`config.mk`:
```
export PLATFORM = sky130hd
export DESIGN_NAME = dbg_abstract_seq_flat
export DESIGN_NICKNAME = d
export VERILOG_FILES = /design/src/rtl/debug_types.sv /design/src/rtl/BBUS_IF.sv /design/src/rtl/dbg_abstract_decode.sv /design/src/rtl/dbg_abstract_seq.sv /design/src/flat_wrapper.sv
export SDC_FILE = /design/constraint.sdc
export NUM_CORES = 1
export LEC_CHECK = 0
export ABC_CLOCK_PERIOD_IN_PS = 2500
export BUFFER_PORTS_ARGS = -buffer_cell sky130_fd_sc_hd__buf_2
export CORE_ASPECT_RATIO = 2
export CORE_UTILIZATION = 52
export DETAILED_ROUTE_END_ITERATION = 10
export PLACE_DENSITY = 0.83
export SETUP_SLACK_MARGIN = 0.4
export SLEW_MARGIN = 20
export SYNTH_ARGS = -nofsm -noshare
export SYNTH_HDL_FRONTEND = slang
export SYNTH_SLANG_ARGS = --single-unit
```
`constraint.sdc`:
```
create_clock -name iClk -period 2.5 [get_ports iClk]
set_input_delay 0.125 -clock iClk [delete_from_list [all_inputs] [get_ports iClk]]
set_output_delay 0.125 -clock iClk [all_outputs]
set_load 0.01 [all_outputs]
```
`src/rtl/debug_types.sv`:
```
// Shared debug-module types: abstract command encodings, cmderr codes,
// register-number map and the abstract sequencer state encoding.
package debug_types;

    localparam logic [7:0] CMDTYPE_ARC = 8'd0;
    localparam logic [7:0] CMDTYPE_QA  = 8'd1;
    localparam logic [7:0] CMDTYPE_AMC = 8'd2;

    localparam logic [2:0] CMDERR_NONE       = 3'd0;
    localparam logic [2:0] CMDERR_BUSY       = 3'd1;
    localparam logic [2:0] CMDERR_NOSUPPORT  = 3'd2;
    localparam logic [2:0] CMDERR_EXCEPTION  = 3'd3;
    localparam logic [2:0] CMDERR_HALTRESUME = 3'd4;
    localparam logic [2:0] CMDERR_BUSERR     = 3'd5;
    localparam logic [2:0] CMDERR_OTHER      = 3'd7;

    localparam logic [2:0]  AARSIZE_32      = 3'd2;
    localparam logic [15:0] REGNO_GPR_FIRST = 16'h1000;
    localparam logic [15:0] REGNO_GPR_LAST  = 16'h101F;
    localparam logic [15:0] REGNO_CSR_LAST  = 16'h0FFF;

    localparam int BUS_AW = 12;

    typedef struct packed {
        logic [7:0]  cmdtype;
        logic        zero23;
        logic [2:0]  aarsize;
        logic        aarpostincrement;
        logic        postexec;
        logic        transfer;
        logic        write;
        logic [15:0] regno;
    } access_reg_cmd_t;

    typedef enum logic [1:0] {
        SEQ_IDLE,
        SEQ_DECODE,
        SEQ_ACCESS,
        SEQ_DONE
    } seq_state_e;

    typedef enum logic [1:0] {
        TGT_NONE,
        TGT_GPR,
        TGT_CSR
    } access_target_e;

endpackage

```
`src/rtl/BBUS_IF.sv`:
```
// Debug register-access bus between the debug module and a core register file.
interface BBUS_IF;
    import debug_types::*;

    logic [BUS_AW-1:0] addr;
    logic [31:0]       wdata;
    logic [31:0]       rdata;
    logic              read_en;
    logic              write_en;
    logic              read_ack;
    logic              write_ack;

    modport master (output addr, wdata, read_en, write_en,
                    input  rdata, read_ack, write_ack);
    modport slave  (input  addr, wdata, read_en, write_en,
                    output rdata, read_ack, write_ack);
endinterface

```
`src/rtl/dbg_abstract_decode.sv`:
```
// Validates an Access Register command and picks the register file and
// bus address it targets; the first failing rule decides cmderr.
module dbg_abstract_decode
    import debug_types::*;
(
    input  access_reg_cmd_t   cmd,
    input  logic              halted,
    output access_target_e    target,
    output logic [BUS_AW-1:0] addr,
    output logic [2:0]        cmderr
);

    // Fields consumed by the sequencer rather than by the validation rules.
    logic unused_cmd_bits;
    assign unused_cmd_bits = ^{cmd.zero23, cmd.aarpostincrement, cmd.write};

    always_comb begin
        target = TGT_NONE;
        addr   = '0;
        cmderr = CMDERR_NONE;
        if (cmd.cmdtype != CMDTYPE_ARC) begin
            cmderr = CMDERR_NOSUPPORT;
        end else if (!cmd.transfer) begin
            cmderr = cmd.postexec ? CMDERR_NOSUPPORT : CMDERR_NONE;
        end else if (cmd.postexec) begin
            cmderr = CMDERR_NOSUPPORT;
        end else if (cmd.aarsize != AARSIZE_32) begin
            cmderr = CMDERR_NOSUPPORT;
        end else if (!halted) begin
            cmderr = CMDERR_HALTRESUME;
        end else if (cmd.regno >= REGNO_GPR_FIRST && cmd.regno <= REGNO_GPR_LAST) begin
            target = TGT_GPR;
            addr   = BUS_AW'(cmd.regno[4:0]);
        end else if (cmd.regno <= REGNO_CSR_LAST) begin
            target = TGT_CSR;
            addr   = cmd.regno[BUS_AW-1:0];
        end else begin
            cmderr = CMDERR_EXCEPTION;
        end
    end

endmodule

```
`src/rtl/dbg_abstract_seq.sv`:
```
// Abstract-command sequencer: decodes an accepted Access Register command and
// performs one bounded-time GPR or CSR bus transfer, reporting cmderr.
module dbg_abstract_seq
    import debug_types::*;
#(
    parameter int TIMEOUT_CYCLES = 255
) (
    input  logic        iClk,
    input  logic        nRst,
    input  logic        iStart,
    input  logic [31:0] iCommand,
    input  logic [31:0] iData0,
    input  logic        iHalted,
    input  logic        iAbort,
    output logic        oBusy,
    output logic        oDone,
    output logic [2:0]  oCmdErr,
    output logic [31:0] oRdata,
    output logic        oRdataValid,
    output logic [15:0] oRegnoNext,
    output logic        oRegnoInc,
    output logic        oStartRejected,
    BBUS_IF.master      rf_bus,
    BBUS_IF.master      csr_bus
);

    seq_state_e        state;
    access_reg_cmd_t   cmd_q;
    logic [31:0]       data0_q;
    access_target_e    tgt_q;
    access_target_e    dec_target;
    logic [BUS_AW-1:0] dec_addr;
    logic [2:0]        dec_cmderr;
    logic [BUS_AW-1:0] addr_q;
    logic [31:0]       wdata_q;
    logic              rd_en_q;
    logic              wr_en_q;
    logic              rd_ok_q;
    logic [16:0]       wait_cnt;
    logic [16:0]       wait_cnt_inc;
    logic              is_gpr;
    logic              is_csr;
    logic              bus_ack;
    logic [31:0]       rdata_sel;

    dbg_abstract_decode u_decode (
        .cmd    (cmd_q),
        .halted (iHalted),
        .target (dec_target),
        .addr   (dec_addr),
        .cmderr (dec_cmderr)
    );

    assign is_gpr = (tgt_q == TGT_GPR);
    assign is_csr = (tgt_q == TGT_CSR);

    // The shared request registers are steered onto the targeted bus only.
    assign rf_bus.read_en   = rd_en_q && is_gpr;
    assign rf_bus.write_en  = wr_en_q && is_gpr;
    assign rf_bus.addr      = is_gpr ? addr_q : '0;
    assign rf_bus.wdata     = is_gpr ? wdata_q : '0;
    assign csr_bus.read_en  = rd_en_q && is_csr;
    assign csr_bus.write_en = wr_en_q && is_csr;
    assign csr_bus.addr     = is_csr ? addr_q : '0;
    assign csr_bus.wdata    = is_csr ? wdata_q : '0;

    assign bus_ack = (rd_en_q && (is_gpr ? rf_bus.read_ack  : csr_bus.read_ack)) ||
                     (wr_en_q && (is_gpr ? rf_bus.write_ack : csr_bus.write_ack));
    assign rdata_sel    = is_gpr ? rf_bus.rdata : csr_bus.rdata;
    assign wait_cnt_inc = wait_cnt + 17'd1;

    always_ff @(posedge iClk or negedge nRst) begin
        if (!nRst) begin
            state      <= SEQ_IDLE;
            cmd_q      <= '0;
            data0_q    <= '0;
            tgt_q      <= TGT_NONE;
            addr_q     <= '0;
            wdata_q    <= '0;
            rd_en_q    <= 1'b0;
            wr_en_q    <= 1'b0;
            rd_ok_q    <= 1'b0;
            wait_cnt   <= '0;
            oCmdErr    <= CMDERR_NONE;
            oRdata     <= '0;
            oRegnoNext <= '0;
        end else if (iAbort) begin
            state    <= SEQ_IDLE;
            tgt_q    <= TGT_NONE;
            addr_q   <= '0;
            wdata_q  <= '0;
            rd_en_q  <= 1'b0;
            wr_en_q  <= 1'b0;
            wait_cnt <= '0;
        end else begin
            case (state)
                SEQ_IDLE: begin
                    if (iStart) begin
                        cmd_q      <= access_reg_cmd_t'(iCommand);
                        data0_q    <= iData0;
                        oCmdErr    <= CMDERR_NONE;
                        rd_ok_q    <= 1'b0;
                        oRegnoNext <= iCommand[15:0] + 16'd1;
                        state      <= SEQ_DECODE;
                    end
                end
                SEQ_DECODE: begin
                    wait_cnt <= '0;
                    if (dec_cmderr != CMDERR_NONE || dec_target == TGT_NONE) begin
                        oCmdErr <= dec_cmderr;
                        state   <= SEQ_DONE;
                    end else begin
                        tgt_q   <= dec_target;
                        addr_q  <= dec_addr;
                        rd_en_q <= !cmd_q.write;
                        wr_en_q <= cmd_q.write;
                        wdata_q <= cmd_q.write ? data0_q : '0;
                        state   <= SEQ_ACCESS;
                    end
                end
                SEQ_ACCESS: begin
                    // Enables drop on the edge the count reaches the limit, so
                    // the request is visible for exactly TIMEOUT_CYCLES cycles.
                    if (wait_cnt == 17'(TIMEOUT_CYCLES)) begin
                        oCmdErr <= CMDERR_BUSERR;
                        tgt_q   <= TGT_NONE;
                        state   <= SEQ_DONE;
                    end else if (bus_ack) begin
                        if (rd_en_q) begin
                            oRdata  <= rdata_sel;
                            rd_ok_q <= 1'b1;
                        end
                        tgt_q   <= TGT_NONE;
                        addr_q  <= '0;
                        wdata_q <= '0;
                        rd_en_q <= 1'b0;
                        wr_en_q <= 1'b0;
                        state   <= SEQ_DONE;
                    end else begin
                        wait_cnt <= wait_cnt_inc;
                        if (wait_cnt_inc == 17'(TIMEOUT_CYCLES)) begin
                            addr_q  <= '0;
                            wdata_q <= '0;
                            rd_en_q <= 1'b0;
                            wr_en_q <= 1'b0;
                        end
                    end
                end
                SEQ_DONE: begin
                    state <= SEQ_IDLE;
                end
                default: begin
                    state <= SEQ_IDLE;
                end
            endcase
        end
    end

    assign oBusy          = (state != SEQ_IDLE);
    assign oDone          = (state == SEQ_DONE) && !iAbort;
    assign oRdataValid    = oDone && rd_ok_q;
    assign oRegnoInc      = oDone && cmd_q.aarpostincrement && (oCmdErr == CMDERR_NONE);
    assign oStartRejected = iStart && oBusy;

endmodule

```
`src/flat_wrapper.sv`:
```
// flat-port wrapper written by rule: the top's interface ports become plain ports
module dbg_abstract_seq_flat import debug_types::*;
#(
    parameter int TIMEOUT_CYCLES = 255
)
  (iClk, nRst, iStart, iCommand, iData0, iHalted, iAbort, oBusy, oDone, oCmdErr, oRdata, oRdataValid, oRegnoNext, oRegnoInc, oStartRejected, rf_bus_addr, rf_bus_wdata, rf_bus_read_en, rf_bus_write_en, rf_bus_rdata, rf_bus_read_ack, rf_bus_write_ack, csr_bus_addr, csr_bus_wdata, csr_bus_read_en, csr_bus_write_en, csr_bus_rdata, csr_bus_read_ack, csr_bus_write_ack);
  BBUS_IF rf_bus_i ();
  BBUS_IF csr_bus_i ();
  input  logic iClk;
  input  logic nRst;
  input  logic iStart;
  input  logic [31:0] iCommand;
  input  logic [31:0] iData0;
  input  logic iHalted;
  input  logic iAbort;
  output logic oBusy;
  output logic oDone;
  output logic [2:0] oCmdErr;
  output logic [31:0] oRdata;
  output logic oRdataValid;
  output logic [15:0] oRegnoNext;
  output logic oRegnoInc;
  output logic oStartRejected;
  output wire logic [$bits(rf_bus_i.addr)-1:0] rf_bus_addr;
  output wire logic [$bits(rf_bus_i.wdata)-1:0] rf_bus_wdata;
  output wire logic [$bits(rf_bus_i.read_en)-1:0] rf_bus_read_en;
  output wire logic [$bits(rf_bus_i.write_en)-1:0] rf_bus_write_en;
  input wire logic [$bits(rf_bus_i.rdata)-1:0] rf_bus_rdata;
  input wire logic [$bits(rf_bus_i.read_ack)-1:0] rf_bus_read_ack;
  input wire logic [$bits(rf_bus_i.write_ack)-1:0] rf_bus_write_ack;
  output wire logic [$bits(csr_bus_i.addr)-1:0] csr_bus_addr;
  output wire logic [$bits(csr_bus_i.wdata)-1:0] csr_bus_wdata;
  output wire logic [$bits(csr_bus_i.read_en)-1:0] csr_bus_read_en;
  output wire logic [$bits(csr_bus_i.write_en)-1:0] csr_bus_write_en;
  input wire logic [$bits(csr_bus_i.rdata)-1:0] csr_bus_rdata;
  input wire logic [$bits(csr_bus_i.read_ack)-1:0] csr_bus_read_ack;
  input wire logic [$bits(csr_bus_i.write_ack)-1:0] csr_bus_write_ack;
  assign rf_bus_addr = rf_bus_i.addr;
  assign rf_bus_wdata = rf_bus_i.wdata;
  assign rf_bus_read_en = rf_bus_i.read_en;
  assign rf_bus_write_en = rf_bus_i.write_en;
  assign rf_bus_i.rdata = rf_bus_rdata;
  assign rf_bus_i.read_ack = rf_bus_read_ack;
  assign rf_bus_i.write_ack = rf_bus_write_ack;
  assign csr_bus_addr = csr_bus_i.addr;
  assign csr_bus_wdata = csr_bus_i.wdata;
  assign csr_bus_read_en = csr_bus_i.read_en;
  assign csr_bus_write_en = csr_bus_i.write_en;
  assign csr_bus_i.rdata = csr_bus_rdata;
  assign csr_bus_i.read_ack = csr_bus_read_ack;
  assign csr_bus_i.write_ack = csr_bus_write_ack;
  dbg_abstract_seq #(.TIMEOUT_CYCLES(TIMEOUT_CYCLES)) u_core (.iClk(iClk), .nRst(nRst), .iStart(iStart), .iCommand(iCommand), .iData0(iData0), .iHalted(iHalted), .iAbort(iAbort), .oBusy(oBusy), .oDone(oDone), .oCmdErr(oCmdErr), .oRdata(oRdata), .oRdataValid(oRdataValid), .oRegnoNext(oRegnoNext), .oRegnoInc(oRegnoInc), .oStartRejected(oStartRejected), .rf_bus(rf_bus_i), .csr_bus(csr_bus_i));
endmodule
```
# Word-level counts from Yosys, hierarchy flattened
# Index checks and enable logic that the tools add are counted.
dict set report op_classes {
  reduce_logical 33
  n_mux 75
  n_bitwise 2
  add_sub_neg 2
  eq_ne 20
  magnitude_cmp 3
}
# operator count
set ops {}
lappend ops {{32-bit two-way mux} 9}
lappend ops {{12-bit two-way mux} 14}
lappend ops {{32-bit one-hot mux with 2 select lines} 1}
lappend ops {{17-bit two-way mux} 3}
lappend ops {{2-bit two-way mux} 18}
lappend ops {{17-bit by 8-bit == test with 1-bit output, second input constant} 2}
lappend ops {{17-bit one-hot mux with 2 select lines} 1}
lappend ops {{3-bit two-way mux} 8}
lappend ops {{12-bit one-hot mux with 2 select lines} 1}
lappend ops {{17-bit by 1-bit adder with 17-bit output, second input constant} 1}
lappend ops {{16-bit by 1-bit adder with 16-bit output, second input constant} 1}
lappend ops {{16-bit by 13-bit greater-or-equal comparator with 1-bit output, second input constant} 1}
lappend ops {{16-bit by 12-bit <= comparator with 1-bit output, second input constant} 1}
lappend ops {{16-bit by 13-bit <= comparator with 1-bit output, second input constant} 1}
lappend ops {{1-bit two-way mux} 14}
lappend ops {{1-bit logical AND} 12}
lappend ops {{3-bit != test, second input constant} 4}
lappend ops {{5-bit AND reduction} 2}
lappend ops {{3-bit one-hot mux with 3 select lines} 1}
lappend ops {{3-bit AND reduction} 3}
lappend ops {{3-bit nonzero test} 3}
lappend ops {{2-bit by 1-bit != test with 1-bit output, second input constant} 4}
lappend ops {{4-bit by 2-bit != test with 1-bit output, second input constant} 2}
lappend ops {{2-bit one-hot mux with 4 select lines} 1}
lappend ops {{other kinds (16)} 27}
dict set report word_totals {
  out_inout_bits 148
  input_bits 137
  regBits 182
  wordCells 154
}

# Logic depth before layout (Yosys ltp)
dict set report logic_depth {
  depth_word 13
  depth_mapped 9
  mapped_depth_nobuf 9
}

# Cells and area by module
# A second synthesis with hierarchy kept.
dict set report unflattened {
  hier_cells 938
  area_unflattened_um2 9462.8
}
# mod instances cells_each seq_area_each_um2 area_per_inst_um2
set modules_own_cells {}
lappend modules_own_cells {dbg_abstract_seq 1 890 4579.4 9138.8}
lappend modules_own_cells {dbg_abstract_decode 1 48 0.0 324.1}

# Worst setup path after synthesis
# No wires, ideal clock.
dict set report synth_path {
  path_type {register to register}
  start {register u_core.wait_cnt[1]}
  end {register u_core.rd_en_q}
  setup_slack_ns 0.243
  n_path_buf 1
  required_time_ns 2.378
  stages_incl_launch_ff 9
  synth_period_minus_slack_ns 2.257
  setup_ns 0.122
  t_arrival_ns 2.136
  cell_sequence {dfrtp_1 ha_1 nand3_1 or2_4 nor3_1 a31o_1 o221ai_2 buf_6 a32o_1}
}
dict set report synth_between {
  elab_chain_len 4
  elab_cells_between_ends 6
  classes_between {1 x add/sub; 4 x eq/ne; 1 x reduce/logical}
}
# element line_no
set synth_rtl {}
lappend synth_rtl {{start, declared} dbg_abstract_seq.sv:39} ;# logic [16:0] wait_cnt;
lappend synth_rtl {{start signal, assigned} dbg_abstract_seq.sv:140} ;# wait_cnt <= wait_cnt_inc;
lappend synth_rtl {{17-bit by 1-bit adder with 17-bit output} dbg_abstract_seq.sv:70} ;# assign wait_cnt_inc = wait_cnt + 17'd1;
lappend synth_rtl {{17-bit by 8-bit == test with 1-bit output} dbg_abstract_seq.sv:141} ;# if (wait_cnt_inc == 17'(TIMEOUT_CYCLES)) begin
lappend synth_rtl {{4-bit by 2-bit != test with 1-bit output (no source line)} --}
lappend synth_rtl {{4-bit AND reduction (no source line) *} --}
lappend synth_rtl {{end signal, assigned} dbg_abstract_seq.sv:115} ;# rd_en_q <= !cmd_q.write;
lappend synth_rtl {{end, declared} dbg_abstract_seq.sv:36} ;# logic rd_en_q;
# Mark *: on every way between the ends. The rest lies on a longest branch, timed or not.
# A chain may end at the register's enable or synchronous reset.

# Final worst setup path
dict set report layout_path {
  start {register u_core.wait_cnt[0]}
  end {register u_core.wdata_q[1]}
}
dict set report layout_between {
  elab_chain_len 4
  elab_cells_between_ends 6
  classes_between {1 x add/sub; 4 x eq/ne; 1 x reduce/logical}
}
# element line_no
set layout_rtl {}
lappend layout_rtl {{17-bit by 1-bit adder with 17-bit output} dbg_abstract_seq.sv:70}
lappend layout_rtl {{17-bit by 8-bit == test with 1-bit output} dbg_abstract_seq.sv:141}
lappend layout_rtl {{4-bit by 2-bit != test with 1-bit output (no source line)} --}
lappend layout_rtl {{4-bit AND reduction (no source line) *} --}
lappend layout_rtl {{end signal, assigned} dbg_abstract_seq.sv:117} ;# wdata_q <= cmd_q.write ? data0_q : '0;
lappend layout_rtl {{end, declared} dbg_abstract_seq.sv:35} ;# logic [31:0] wdata_q;
# Marked as above.

==> impl_metrics.toml <==
[min_path]
hold_depth = 3
min_path_type = "in2reg"

[clock_tree]
clock-root-buffer = "clkbuf_16"
clk_pin_slew_ns = 0.08
cts_tree = "done"
numCtsBuffers = 17
clock_path_buffers = 2
htree_levels = 4
clkLatencyLatePin_ns = 0.44
clkSinkCount = 182

[grt]
grt_pass1_vias = 8574
overflow = 0
grt_pass1_wl_microns = 43100
grt_max_degree = 92
grtUsageTotal_pct = 31.7
antenna_found_initial = 1

[routing]
routed_wl_microns = 31000
avgRoutedWirePerCell_microns = 20.9
via_per_inst = 5.83
drc_errors = 0
drt_iter0_markers = 440
num_vias = 8668
antenna_left = 0
drt-pass1-iter-count = 5

[timing]
hold_slack_ns = -0.0174
timing.fmax_mhz = 428
finalSetupViolCount = 0
skew_ns = 0.0151
tns_ns = 0
rsz0062_at_grt = "true"
finalCriticalPeriod_ns = 2.34
max_slew_margin_pct = 56.8
drv_slew = 0
hold_viol = 3
tightest_slew_ns = 0.648
period_share_pct = 93.5

[floorplanning]
start_util_pct = 53.6
die_area_sq_um = 17900
die_y_microns = 188
core_sq_um = 16800
die_width_microns = 95.2
ios = 285
std_cell_rows = 67

[critical_path]
r2r_setup_slack_ns = 0.16
start_kind = "register"
cp.arrival_ns = 2.65
critPathRequiredTime_ns = 2.81
endpoint_kind = "register"
critPathKind = "reg2reg"
reg2reg_depth = 10
cp_max_fo = 8

[yosys]
synth_top_area_cell = "dfrtp_1"
async_flop_share_pct = 100
synth_cell_types = 58
syn_area_sq_um = 9020
seq_area_frac_synth_pct = 50.5
ys_ff_latch = 182
yosys_warnings = 0
ys_top_cells_by_area = "dfrtp_1 50%, mux2_2 8.4%, and2_1 6.6%, o21ai_0 4.3%, mux2i_1 3.8%"
synth.avg_cell_area_sq_um = 10.4
synth_ff_type = "dfrtp_1"
syn-num-nets = 1016
synth_top_area_share_pct = 50.5
synthCells = 871
synth_edf_count = 0

[placement]
gp_congestion = 0.874
dp_hpwl_microns = 17100
portBuffers = 283
dp_cells = 1333

[layout]
syn_to_final_growth_pct = 43.9
nNetsFinal = 1410
layout_commonest_cell = "buf_2"
drive_gt1_share_pct = 40.7
final_cell_mix = "282 x buf_2, 177 x dfrtp_1, 95 x and2_1, 91 x dlygate4sd3_1, 71 x nand2_1"
final.fill_count = 1007
layout.cells.non_filler = 1486

[power]
powerDensity_nw_per_um2 = 799
seq_power_share_pct = 43.1
p_int_uw = 6840
switching_share_pct = 34.1
p_total_uw = 10400
power_frac_clock_pct = 27.0
power_leakage_uw = 0.00626
p_sw_uw = 3540
power_frac_comb_pct = 29.9
max-vdd-ir-drop_mv = 0.683

[run_status]
status = "finished with violations"
violations = "hold timing"

[job]
drv_cap = 0
[stage by stage]
step	utilization, %	cell area (sq um)	setup slack, ns
floorplan	-	9050	0.427
detailed placement	63.9	10800	0.171
global route	77.1	13000	0.0972
finish	77.1	13000	0.162
global placement	63.9	10800	0.234
CTS	74.7	12600	0.254
[worst paths after layout]
| kind | startpoint | end |
|---|---|---|
| setup / recovery | u_core.wait_cnt[0] | u_core.wdata_q[1] |
| min in group asynchronous | nRst | u_core.oRegnoNext[0] |
| max in group asynchronous | nRst | u_core.data0_q[31] |
| setup reg to reg | u_core.wait_cnt[0] | u_core.wdata_q[1] |
| hold / removal | rf_bus_rdata[23] | u_core.oRdata[23] |
| hold reg to reg | u_core.oRegnoNext[5] | u_core.oRegnoNext[5] |
[kinds of logic after synthesis]
family	share of synthesized area [%]
XOR/XNOR	1.55
adder cells (fa/ha/maj)	1.11
AND/OR/NAND/NOR	17.8
buffers and inverters	4.62
multiplexers	12.3
flip-flops	50.5
AO/OA/AOI/OAI	12.2
[synthesized netlist by cell type (15+ instances only)]
master and instances:
nand3_1 49, o21ai_2 30, inv_1 44, and2_1 95, clkbuf_1 36, nand2_1 76
a21oi_1 15, o21ai_0 77, dfrtp_1 182, mux2_2 67, nor2_1 27, mux2i_1 34
a32o_1 15
[worst max-delay path, cell delays in order (launching register included)]
cell	delay [ns]
dfrtp_1	0.40
ha_4	0.21
buf_12	0.12
nand3_4	0.08
or2_4	0.30
nor3_2	0.30
a31o_1	0.25
o221a_4	0.23
buf_12	0.12
buf_12	0.14
o21ai_0	0.07
[sequential cells by signal (all words and copies together) (netlist names)]
signal,flops
u_core.rd_en_q,1
u_core.oRegnoNext,16
u_core.rd_ok_q,1
u_core.wdata_q,32
u_core.data0_q,32
u_core.wr_en_q,1
u_core.wait_cnt,17
u_core.addr_q,12
u_core.cmd_q,31
u_core.oRdata,32
u_core.state,2
u_core.tgt_q,2
u_core.oCmdErr,3
[timing repair]
item                                   in CTS  in global routing
setup endpoints to repair                 102                104
hold buffers                               90                  1
cloned                                      3                  9
buffers inserted                           13                  4
endpoints found under the hold margin     143                  1
pin swaps                                   1                 20
resized for setup                          31                 63
[final cells by class]
class	instances	area, sq um	share of cell area [%]
Antenna cell	1	2.50	0.0193
Clock buffer	17	425	3.28
Clock inverter	15	179	1.38
Inverter	44	165	1.27
Multi-Input combinational cell	592	4340	33.4
Sequential cell	182	4560	35.1
Tap cell	207	259	1.99
Timing Repair Buffer	428	3060	23.6
[power groups by stage]
| stage | clock network, uW | registers (uW) | logic, uW |
|---|---|---|---|
| 2_1_floorplan | 0 | 4310 | 1740 |
| 3_3_place_gp | 0 | 4390 | 2460 |
| 3_5_place_dp | 0 | 4430 | 2570 |
| 4_1_cts | 2820 | 4400 | 2920 |
| 5_1_grt | 2950 | 4550 | 3350 |
| 6_report | 2800 | 4470 | 3100 |
[layer usage]
| layer | vias up | global-route usage [%] | share of wire [%] |
|---|---|---|---|
| met5 | - | 0 | 0 |
| met4 | 0 | 19.5 | 6.9 |
| met3 | 154 | 7.06 | 8.0 |
| met2 | 499 | 56.5 | 53 |
| met1 | 4229 | 32.4 | 32 |
| li1 | 3786 | - | - |
Power figures use the tool's default switching activity.
